===== src/rtl/bist_pkg.sv =====
// Shared types and constants for the logic BIST controller.
// The LFSR tap mask and MISR polynomial are fixed here so the top and the compactor agree.
package bist_pkg;

    typedef enum logic [1:0] {
        ST_IDLE    = 2'd0,
        ST_SETTLE  = 2'd1,
        ST_CAPTURE = 2'd2,
        ST_DONE    = 2'd3
    } bist_state_e;

    localparam int          PAT_W_DEF  = 8;
    localparam int          RSP_W_DEF  = 6;
    localparam int          MISR_W_DEF = 16;
    localparam logic [7:0]  LFSR_TAPS  = 8'hB8;
    localparam logic [15:0] MISR_POLY  = 16'h1021;

endpackage


===== src/rtl/bist_misr.sv =====
// Multiple-input signature register: shift-left with polynomial feedback, XOR in data_in.
// One-cycle update when enable is high; clear has priority over enable, no backpressure.
module bist_misr #(
    parameter int           W    = 16,
    parameter logic [W-1:0] POLY = 16'h1021
) (
    input  logic         clk,
    input  logic         rst,
    input  logic         clear,
    input  logic         enable,
    input  logic [W-1:0] data_in,
    output logic [W-1:0] sig_out
);

    logic [W-1:0] sig_q;
    logic [W-1:0] sig_d;

    always_comb begin
        sig_d = sig_q;
        if (clear) begin
            sig_d = '0;
        end else if (enable) begin
            sig_d = {sig_q[W-2:0], 1'b0} ^ (sig_q[W-1] ? POLY : '0) ^ data_in;
        end
    end

    always_ff @(posedge clk) begin
        if (rst) begin
            sig_q <= '0;
        end else begin
            sig_q <= sig_d;
        end
    end

    assign sig_out = sig_q;

endmodule


===== src/rtl/logic_bist_ctrl.sv =====
// Logic BIST controller: LFSR stimulus, per-pattern settle wait, MISR compaction, golden compare.
// A run spans NUM_PATTERNS*(SETTLE_CYCLES+1)+1 cycles; no backpressure, start is ignored unless idle.
module logic_bist_ctrl
    import bist_pkg::*;
#(
    parameter int               PAT_W         = PAT_W_DEF,
    parameter int               RSP_W         = RSP_W_DEF,
    parameter int               NUM_PATTERNS  = 255,
    parameter int               SETTLE_CYCLES = 2,
    parameter logic [PAT_W-1:0] LFSR_SEED     = 8'h01,
    parameter int               MISR_W        = MISR_W_DEF
) (
    input  logic              clk,
    input  logic              rst,
    input  logic              start,
    input  logic              abort,
    input  logic [MISR_W-1:0] golden,
    input  logic [RSP_W-1:0]  dut_out,
    output logic [PAT_W-1:0]  dut_in,
    output logic              busy,
    output logic              done,
    output logic              pass,
    output logic [MISR_W-1:0] signature,
    output logic [7:0]        pat_count
);

    localparam int CNT_W = $clog2(SETTLE_CYCLES + 1);

    bist_state_e       state_q, state_d;
    logic [PAT_W-1:0]  lfsr_q, lfsr_d;
    logic [CNT_W-1:0]  cnt_q, cnt_d;
    logic [7:0]        pcnt_q, pcnt_d;
    logic              pass_q, pass_d;
    logic              misr_clear;
    logic              misr_en;
    logic [MISR_W-1:0] misr_sig;

    always_comb begin
        state_d    = state_q;
        lfsr_d     = lfsr_q;
        cnt_d      = cnt_q;
        pcnt_d     = pcnt_q;
        pass_d     = pass_q;
        misr_clear = 1'b0;
        misr_en    = 1'b0;
        if (abort) begin
            // Abort freezes signature/count; an abort while idle is a no-op that also blocks start.
            if (state_q != ST_IDLE) begin
                state_d = ST_IDLE;
                pass_d  = 1'b0;
            end
        end else begin
            unique case (state_q)
                ST_IDLE: begin
                    if (start) begin
                        state_d    = ST_SETTLE;
                        lfsr_d     = LFSR_SEED;
                        cnt_d      = '0;
                        pcnt_d     = '0;
                        pass_d     = 1'b0;
                        misr_clear = 1'b1;
                    end
                end
                ST_SETTLE: begin
                    cnt_d = cnt_q + 1'b1;
                    if (cnt_q == CNT_W'(SETTLE_CYCLES - 1)) begin
                        state_d = ST_CAPTURE;
                    end
                end
                ST_CAPTURE: begin
                    misr_en = 1'b1;
                    pcnt_d  = pcnt_q + 8'd1;
                    lfsr_d  = {lfsr_q[PAT_W-2:0], ^(lfsr_q & LFSR_TAPS)};
                    cnt_d   = '0;
                    state_d = (pcnt_q == 8'(NUM_PATTERNS - 1)) ? ST_DONE : ST_SETTLE;
                end
                ST_DONE: begin
                    pass_d  = (misr_sig == golden);
                    state_d = ST_IDLE;
                end
                default: state_d = ST_IDLE;
            endcase
        end
    end

    always_ff @(posedge clk) begin
        if (rst) begin
            state_q <= ST_IDLE;
            lfsr_q  <= '0;
            cnt_q   <= '0;
            pcnt_q  <= '0;
            pass_q  <= 1'b0;
        end else begin
            state_q <= state_d;
            lfsr_q  <= lfsr_d;
            cnt_q   <= cnt_d;
            pcnt_q  <= pcnt_d;
            pass_q  <= pass_d;
        end
    end

    bist_misr #(
        .W    (MISR_W),
        .POLY (MISR_POLY)
    ) u_misr (
        .clk     (clk),
        .rst     (rst),
        .clear   (misr_clear),
        .enable  (misr_en),
        .data_in ({{(MISR_W - RSP_W){1'b0}}, dut_out}),
        .sig_out (misr_sig)
    );

    // The LFSR register is the applied pattern, so dut_in holds it through idle.
    assign dut_in    = lfsr_q;
    assign busy      = (state_q == ST_SETTLE) || (state_q == ST_CAPTURE);
    assign done      = (state_q == ST_DONE);
    assign pass      = pass_q;
    assign signature = misr_sig;
    assign pat_count = pcnt_q;

endmodule


===== config.mk =====
export PLATFORM = sky130hd
export DESIGN_NAME = logic_bist_ctrl
export DESIGN_NICKNAME = d
export VERILOG_FILES = /design/src/rtl/bist_pkg.sv /design/src/rtl/bist_misr.sv /design/src/rtl/logic_bist_ctrl.sv
export SDC_FILE = /design/constraint.sdc
export NUM_CORES = 1
export LEC_CHECK = 0
export ABC_CLOCK_PERIOD_IN_PS = 1700
export CORE_ASPECT_RATIO = 0.9
export CORE_MARGIN = 10
export CORE_UTILIZATION = 56
export DETAILED_ROUTE_END_ITERATION = 8
export DONT_BUFFER_PORTS = 1
export PLACE_DENSITY = 0.76
export RECOVER_POWER = 50
export SLEW_MARGIN = 25
export SYNTH_ARGS = -nofsm -noshare
export SYNTH_HDL_FRONTEND = slang
export SYNTH_SLANG_ARGS = --single-unit

===== constraint.sdc =====
create_clock -name clk -period 1.7 [get_ports clk]
set_clock_uncertainty 0.15 [all_clocks]
set_input_delay 0.17 -clock clk [delete_from_list [all_inputs] [get_ports clk]]
set_output_delay 0.17 -clock clk [all_outputs]
set_load 0.05 [all_outputs]

==> results list, run 1 <==
- The endpoint identified for the worst register-to-register timing path is state_q[1].
- After synthesis, the share of flip-flops with an asynchronous set or reset is 0%.
- The startpoint identified for the worst register-to-register timing path is state_q[0].
- Number of diodes: 0
* Critical path's largest stage delay: 500 ps
* Width of the die: between 80 and 90 µm
- Summed over all instances, the cell type with the most area after synthesis is sky130_fd_sc_hd__dfxtp_1.
- Global-route congestion overflow total: 0
* Wire length of the first global-routing pass: between 8000 and 9000 µm
- Based on the critical path, the design can be clocked at up to between 500 and 600 MHz.
- Number of slew-limit violations in the final report: 0
- Count of placed standard cells including taps: between 300 and 400
- Final worst setup slack: -2.69 ps
* Number of antenna violations at the first check in global routing: 0
* Clock buffer count from CTS: 5
- At the worst endpoint, the required time is about 1800 ps.
- Cells fill roughly 75% of the core in the end.
* Area of the placeable core: around 3100 µm²
- Across the run, the number of max-cap violations was 0.
- # clock sinks: 37
* Final hold violation count: 15
- Cell count after synthesis: 225
* Number of enable flip-flop cells after synthesis: 0
- Dividing the final minimum period by the clock period gives 100%.
- For this design the static power due to leakage is 0.000865 µW.
- Vias in the first global route: 1741
- Nets in the synthesized netlist: 258
* Type of the setup path with the least slack: reg2reg
- The slowest stage of the critical path belongs to the cell sky130_fd_sc_hd__or4_4.
- Die Area: 6060 µm²
- In the synthesized netlist the dominant register cell turns out to be sky130_fd_sc_hd__dfxtp_1.
* Netlist cell types: 37
- Before antenna repair, the detailed router went through 4 iterations.
- The worst hold path begins at rst.
- Setup violations remaining at the end of the flow were counted as 1.
- The tightest hold path in the finished design has a slack of -214 ps.
- Weighted congestion at the end of routability-driven global placement: 0.921
- The H-tree was split into 2 levels.
* Via Count: approximately 1800
- Sort of element at the start of the critical path: flop
- Cell area after placement: ~2200 µm²
* Proportion of layout cells with a drive suffix above 1: 20.3%
- Clock-pin slew on the worst setup and hold paths: 70 ps
- CP cell instances: inv_4, ha_4, nor2b_4, or4_4, a21o_1, a31oi_1
* Outcome: finished with violations
- Worst Setup End Kind: flop
- Once detail routing completed, the nets flagged for antenna violations numbered 0.
- The synthesized netlist occupies a cell area of approximately 1900 µm².
* RSZ-0062 raised after global routing: yes
- The final layout contains routed wiring with a total length of approximately 5400 µm.
- Transition time of the tightest slew-check pin: 699 ps
- Y dimension of the die: about 75 µm
- In this run, post-CTS hold repair placed 5 buffers.
* Power density over the cells: around 800 nW/µm²
* Synthesis warning total: 0
- Maximum resistive drop on vdd: roughly 660 µV
- #FFs+latches synth: 37
* Average footprint of a synthesized cell: ~8.3 µm²
* GR Util All Layers: 17.2%
- Final instance area: 2370 µm²
* I/O pin count: between 60 and 70
* FILL cells: between 200 and 250
* Area fraction of the dominant cell type after synthesis: 39.6%
- Sequential cells were found to cover 39.6% of the synthesized design area.
- In this run the core area contains 19 standard-cell rows.
- Of all nets on the critical path, the largest fanout is 4.
- Post-detailed-route via-to-cell ratio: 5.61
* Design Power: 1940 µW
* Synthesis-to-layout area growth: 26.6%
* Crit. Startpoint: state_q[0]
* Clk buf depth: 2
- TritonCTS clock tree: done
- Clock tree synthesis selected as its root buffer the cell sky130_fd_sc_hd__clkbuf_8.
- After the first detailed-routing iteration, the DRC count stood at between 80 and 90.
- The worst register-to-register path has a depth of 6.
- Dpl hpwl: approximately 3900 µm
- Number of nets in the layout: between 300 and 400
* Routed wire length per instance: ~17 µm
- Worst reg-to-reg setup slack: -3 ps
- Once the floorplan was initialized, standard cells occupied 59.6% of the core.
* Synth area leaders: sky130_fd_sc_hd__dfxtp_1, sky130_fd_sc_hd__nand2_1, sky130_fd_sc_hd__xor2_1, sky130_fd_sc_hd__xnor2_1, sky130_fd_sc_hd__a21oi_1
- Min-Delay Path Class: in2reg
- Critical path arrival: approximately 1800 ps
- After the flow finishes, the layout carries non-filler instances totaling roughly 320.
* Period minus WS final: 1700 ps
- Remaining DRCs: 0
* IO buf count: 0
* Violated checks: negative hold slack, negative setup slack
- Following the worst setup path forward leads to its endpoint at state_q[1].
* Max transition margin: 53.4%
- Pin count of the biggest net entering global routing: 19
- Clock latency of the later-clocked register in the worst-skew pair: approximately 290 ps
[kinds of logic after synthesis]
group / count (synthesis) / synth area share, %
XOR/XNOR: 31 / 14.5
AO/OA/AOI/OAI: 40 / 12.6
buffers and inverters: 17 / 4.01
flip-flops: 37 / 39.6
adder cells (fa/ha/maj): 7 / 4.68
AND/OR/NAND/NOR: 93 / 24.6
[cell type report]
class,instances,area [µm²],share of cell area [%]
Clock buffer,7,86.3,3.65
Clock inverter,1,30.0,1.27
Inverter,5,21.3,0.899
Multi-Input combinational cell,171,1110,46.8
Sequential cell,37,751,31.7
Tap cell,42,52.6,2.22
Timing Repair Buffer,55,319,13.5
[critical path, delay by kind of cell (launching register included)]
kind,cells,cell delay (ps)
flip-flops,1,370
AND/OR/NAND/NOR,2,630
AO/OA/AOI/OAI,2,270
buffers and inverters,1,40
adder cells (fa/ha/maj),1,160
[power breakdown]
group	switching [µW]	internal (µW)	total, µW
sequential	8.99	876	885
combinational	155	114	269
clock	310	478	788
[placed cells by master (no fill, tap or decap), types with 2 or more instances in the layout]
cell type                       synthesis  routed
sky130_fd_sc_hd__a21oi_1               24      24
sky130_fd_sc_hd__clkbuf_8               0       6
sky130_fd_sc_hd__dlygate4sd3_1          0       5
sky130_fd_sc_hd__nor4_1                 3       3
sky130_fd_sc_hd__dfxtp_1               37      31
sky130_fd_sc_hd__and2_1                 2       2
sky130_fd_sc_hd__inv_1                  4       3
sky130_fd_sc_hd__ha_1                   7       5
sky130_fd_sc_hd__a211oi_1               6       5
sky130_fd_sc_hd__nor3_1                 2       2
sky130_fd_sc_hd__buf_4                  0      18
sky130_fd_sc_hd__or3_1                  2       2
sky130_fd_sc_hd__a21o_1                 2       2
sky130_fd_sc_hd__nand2_1               40      40
sky130_fd_sc_hd__clkbuf_1               7      21
sky130_fd_sc_hd__xor2_1                17      17
sky130_fd_sc_hd__clkbuf_2               0      11
sky130_fd_sc_hd__ha_4                   0       2
sky130_fd_sc_hd__nand3_1               10      10
sky130_fd_sc_hd__dfxtp_2                0       5
sky130_fd_sc_hd__or4_1                  3       2
sky130_fd_sc_hd__xnor2_1               14      14
sky130_fd_sc_hd__nand4_1                5       5
sky130_fd_sc_hd__o31ai_1                2       2
sky130_fd_sc_hd__nor2_1                12      11
sky130_fd_sc_hd__nand3b_1               4       4
[per-layer routing]
layer,share of wire (%),GRT usage (%),vias to the layer above,routed length (µm)
li1,-,-,866,-
met1,37,18.1,827,2010
met2,50,29.7,79,2720
met3,10,7.38,13,550
met4,2.6,7.49,0,140
met5,0,0,-,0
[flip-flops by register name (all words and copies together), names as in the netlist]
register and flops:
cnt_q 2, pass 1, pat_count 8, u_misr.sig_out 16, state_q 2, dut_in 8
[Yosys cell counts (3+ instances only)]
master / n
sky130_fd_sc_hd__a211oi_1: 6
sky130_fd_sc_hd__a21oi_1: 24
sky130_fd_sc_hd__buf_2: 3
sky130_fd_sc_hd__clkbuf_1: 7
sky130_fd_sc_hd__dfxtp_1: 37
sky130_fd_sc_hd__ha_1: 7
sky130_fd_sc_hd__inv_1: 4
sky130_fd_sc_hd__nand2_1: 40
sky130_fd_sc_hd__nand3_1: 10
sky130_fd_sc_hd__nand3b_1: 4
sky130_fd_sc_hd__nand4_1: 5
sky130_fd_sc_hd__nor2_1: 12
sky130_fd_sc_hd__nor2b_1: 3
sky130_fd_sc_hd__nor4_1: 3
sky130_fd_sc_hd__or4_1: 3
sky130_fd_sc_hd__xnor2_1: 14
sky130_fd_sc_hd__xor2_1: 17
[through the flow]
step / setup TNS, ps / setup slack, ps
after global placement: -7.42 / -7.42
after floorplan: -50.9 / -50.9
after CTS: -14.3 / -14.3
final: -2.69 / -2.69
after detailed placement: -75.6 / -75.6
after global routing: -58.3 / -38.5
[what timing repair did]
action,CTS,global route
hold endpoints to repair,20,15
pin swaps,1,4
buffers inserted,0,2
gates resized for setup,8,7
endpoints found under the setup margin,2,7
[worst min path at each step]
stage                                   end  depth (start not counted)  slack (ps)
after global routing             state_q[1]                          1        -220
final                            state_q[1]                          1        -210
after global placement           state_q[0]                          1          90
after detailed placement         state_q[0]                          1          90
after CTS                        state_q[1]                          1        -220
after floorplan           u_misr.sig_out[0]                          2         220
(Power assumes the default switching activity.)
==> inputs of run 2 (changes only) <==
- PLACE_DENSITY: 0.76 -> 0.74
==> results list, run 2 (synthesized netlist as in run 1, its figures left out) <==
- TritonCTS built the clock tree.
- Entering global routing, the biggest net connects 23 pins.
- Setup repair after global routing could not meet its margin everywhere.
- The run finished, with violations left.
- Gate power share: 15.6%
* Initial Util: 59.6%
- Weighted congestion at the end of routability-driven global placement: 0.933
- Relative to the synthesized area, the layout overhead comes to 24.5%.
- Startpoint of the worst-slack reg-to-reg timing path: state_q[0]
- The via count of the first global-routing pass came to about 1800.
- The number of hold buffers added after CTS was 5.
- 0 antenna diodes ended up in the layout.
* Final critical-path share of the clock period: 101%
- Length of the first detailed-routing pass in iterations: 4
- Leaving out fill and tap cells, the most frequent cell in the layout is sky130_fd_sc_hd__nand2_1.
- Period minus WS final: ~1700 ps
- Remaining DRCs: 0
- In this run the register-to-register setup slack is -10 ps.
* Max transition margin: a little over half
* Max-capacitance violation count: 0
- TritonCTS created 5 clock buffers.
- Cells on Worst Hold Path: 1
* Worst endpoint required time: 1760 ps
- Area of the placeable core: approximately 3100 µm²
* Global routing's busiest layer: met2
* Global-route congestion overflow total: 0
- For this block, the routed nets add up to around 5500 µm of wire.
- Number of slew-limit violations in the final report: 0
- The critical path is of the reg2reg type.
* Cell area after placement: between 2000 and 2500 µm²
* Reg area: around 750 µm²
* Start point of the worst min-delay path: rst
- Critical path's largest stage delay: ~470 ps
- Number of nets in the layout: approximately 300
- Total number of H-tree levels: 2
- The later pin in the worst-skew pair is clocked with a latency of ~290 ps.
- For met3 alone, demand over resource in global routing was between 7 and 8%.
- GR Util All Layers: between 15 and 20%
* Most frequent cells in the layout: sky130_fd_sc_hd__nand2_1, sky130_fd_sc_hd__dfxtp_1, sky130_fd_sc_hd__a21oi_1
- Fill cells in the final layout number 258.
* Die Area: about 6000 µm²
- Across the VDD grid, the largest voltage drop is 742 µV.
- Relative contribution of the clock network to total power: 33.8%
* Largest register FFs: 16
* Total setup violations reported at the end of the flow: 2
- STA classifies the critical path startpoint as a flop.
- # rows: 19
- CP cell instances: inv_4, ha_4, nor2b_4, or4_1, a21o_1, a31oi_1
* Dpl hpwl: 4070 µm
- The die is just over 80 µm wide.
- Buf/Inv on CP: 1
- Transition time of the tightest slew-check pin: ~690 ps
- Y dimension of the die: around 75 µm
- Final instance area: approximately 2300 µm²
- # clock sinks: 37
- The multi-input combinational cells in the finished layout cover a total of 1100 µm².
- The worst setup path is captured at a flop.
- The number of antenna violations at the first check in global routing is 0.
- For the worst flop-to-flop path, the logic depth is 6.
- Min-Delay Path Class: in2reg
- Clock Tree Root: sky130_fd_sc_hd__clkbuf_8
- Met2 usage: between 30 and 40%
* Final hold violation count: 15
- On the final layout, the worst hold slack is -210 ps.
- I/O pin count: between 60 and 70
- The largest individual stage delay along the critical path comes from the cell sky130_fd_sc_hd__or4_1.
- The clock passes through at most 2 buffers.
- Net switching is 27.1% of the power.
- Data arrives at the worst endpoint at 1770 ps.
- For this block, the initial DRC count from the detailed router was between 80 and 90.
* Capture endpoint of the worst hold path: dut_in[1]
- Dividing the detail-routed wire length by the instance count gives between 15 and 20 µm.
* Met1 track demand over resource: 20.0%
* Final worst setup slack: -12.9 ps
- The first global-routing pass estimated approximately 8600 µm of wire.
- Violated checks: negative hold slack, negative setup slack
* Highest Clock Rate: roughly 580 MHz
- Via Count: ~1800
- Internal: 1280 µW
* IO buf count: 0
* Proportion of layout cells with a drive suffix above 1: 21.1%
- Clock-pin slew on the worst setup and hold paths: approximately 70 ps
* Leakage dissipation: 0.000852 µW
* Power density over the cells: approximately 750 nW/µm²
- At the placement stage, the worst setup path has a slack of -81.8 ps.
- Worst-path fanout max: 4
- The endpoint identified for the worst register-to-register timing path is state_q[1].
- Switching power: between 400 and 500 µW
- Delay-heaviest family, CP: simple AND/OR/NAND/NOR gates
- Post-detailed-route via-to-cell ratio: roughly 5.7
- Count of nets left with antenna violations after detail routing: 0
- Of the total power, registers draw roughly half.
[run 2: metrics by stage]
step	utilization, %	power [µW]	TNS (ps)	hold WS [ps]	std cells
6_report	74.2	1750	-19.6	-210	317
5_1_grt	74.2	1810	-209	-227	317
4_1_cts	76.9	1740	0	-214	316
3_5_place_dp	71.8	1140	-117	90.7	303
3_3_place_gp	71.8	1120	-5.24	85.3	303
2_1_floorplan	-	1070	-50.9	223	225
[run 2: worst max path at each step]
stage / from / to / slack, ps / depth (start not counted)
floorplan: state_q[0] / state_q[1] / -50 / 6
global placement: state_q[0] / state_q[1] / -5 / 6
detailed placement: state_q[0] / state_q[1] / -80 / 6
CTS: state_q[0] / state_q[1] / 3 / 6
global route: state_q[0] / state_q[1] / -70 / 6
finish: state_q[0] / state_q[1] / -10 / 6
[run 2: timing repair]
item | 4_1_cts | 5_1_grt
gates resized for setup | 8 | 6
hold endpoints to repair | 20 | 15
buffers inserted | 0 | 1
endpoints found under the setup margin | 3 | 7
pin swaps | 0 | 1
[run 2: metal layers]
metal,share of wire (%),wire length [µm]
met4,2.8,152
met5,0,0
met1,39,2160
met3,8.5,470
met2,49,2720
[run 2: cell type report]
type | count | area share (%)
tap | 42 | 2.26
clock inverter | 2 | 0.430
multi-input combinational | 171 | 47.0
sequential | 37 | 32.2
clock buffer | 6 | 3.11
inverter | 5 | 0.913
timing repair buffer | 54 | 14.0
[run 2: power groups by stage]
stage / combinational [µW] / clock [µW] / sequential (µW)
after global placement: 221 / 0 / 903
after floorplan: 142 / 0 / 926
after global routing: 294 / 628 / 887
after CTS: 260 / 592 / 884
final: 274 / 591 / 886
after detailed placement: 233 / 0 / 904
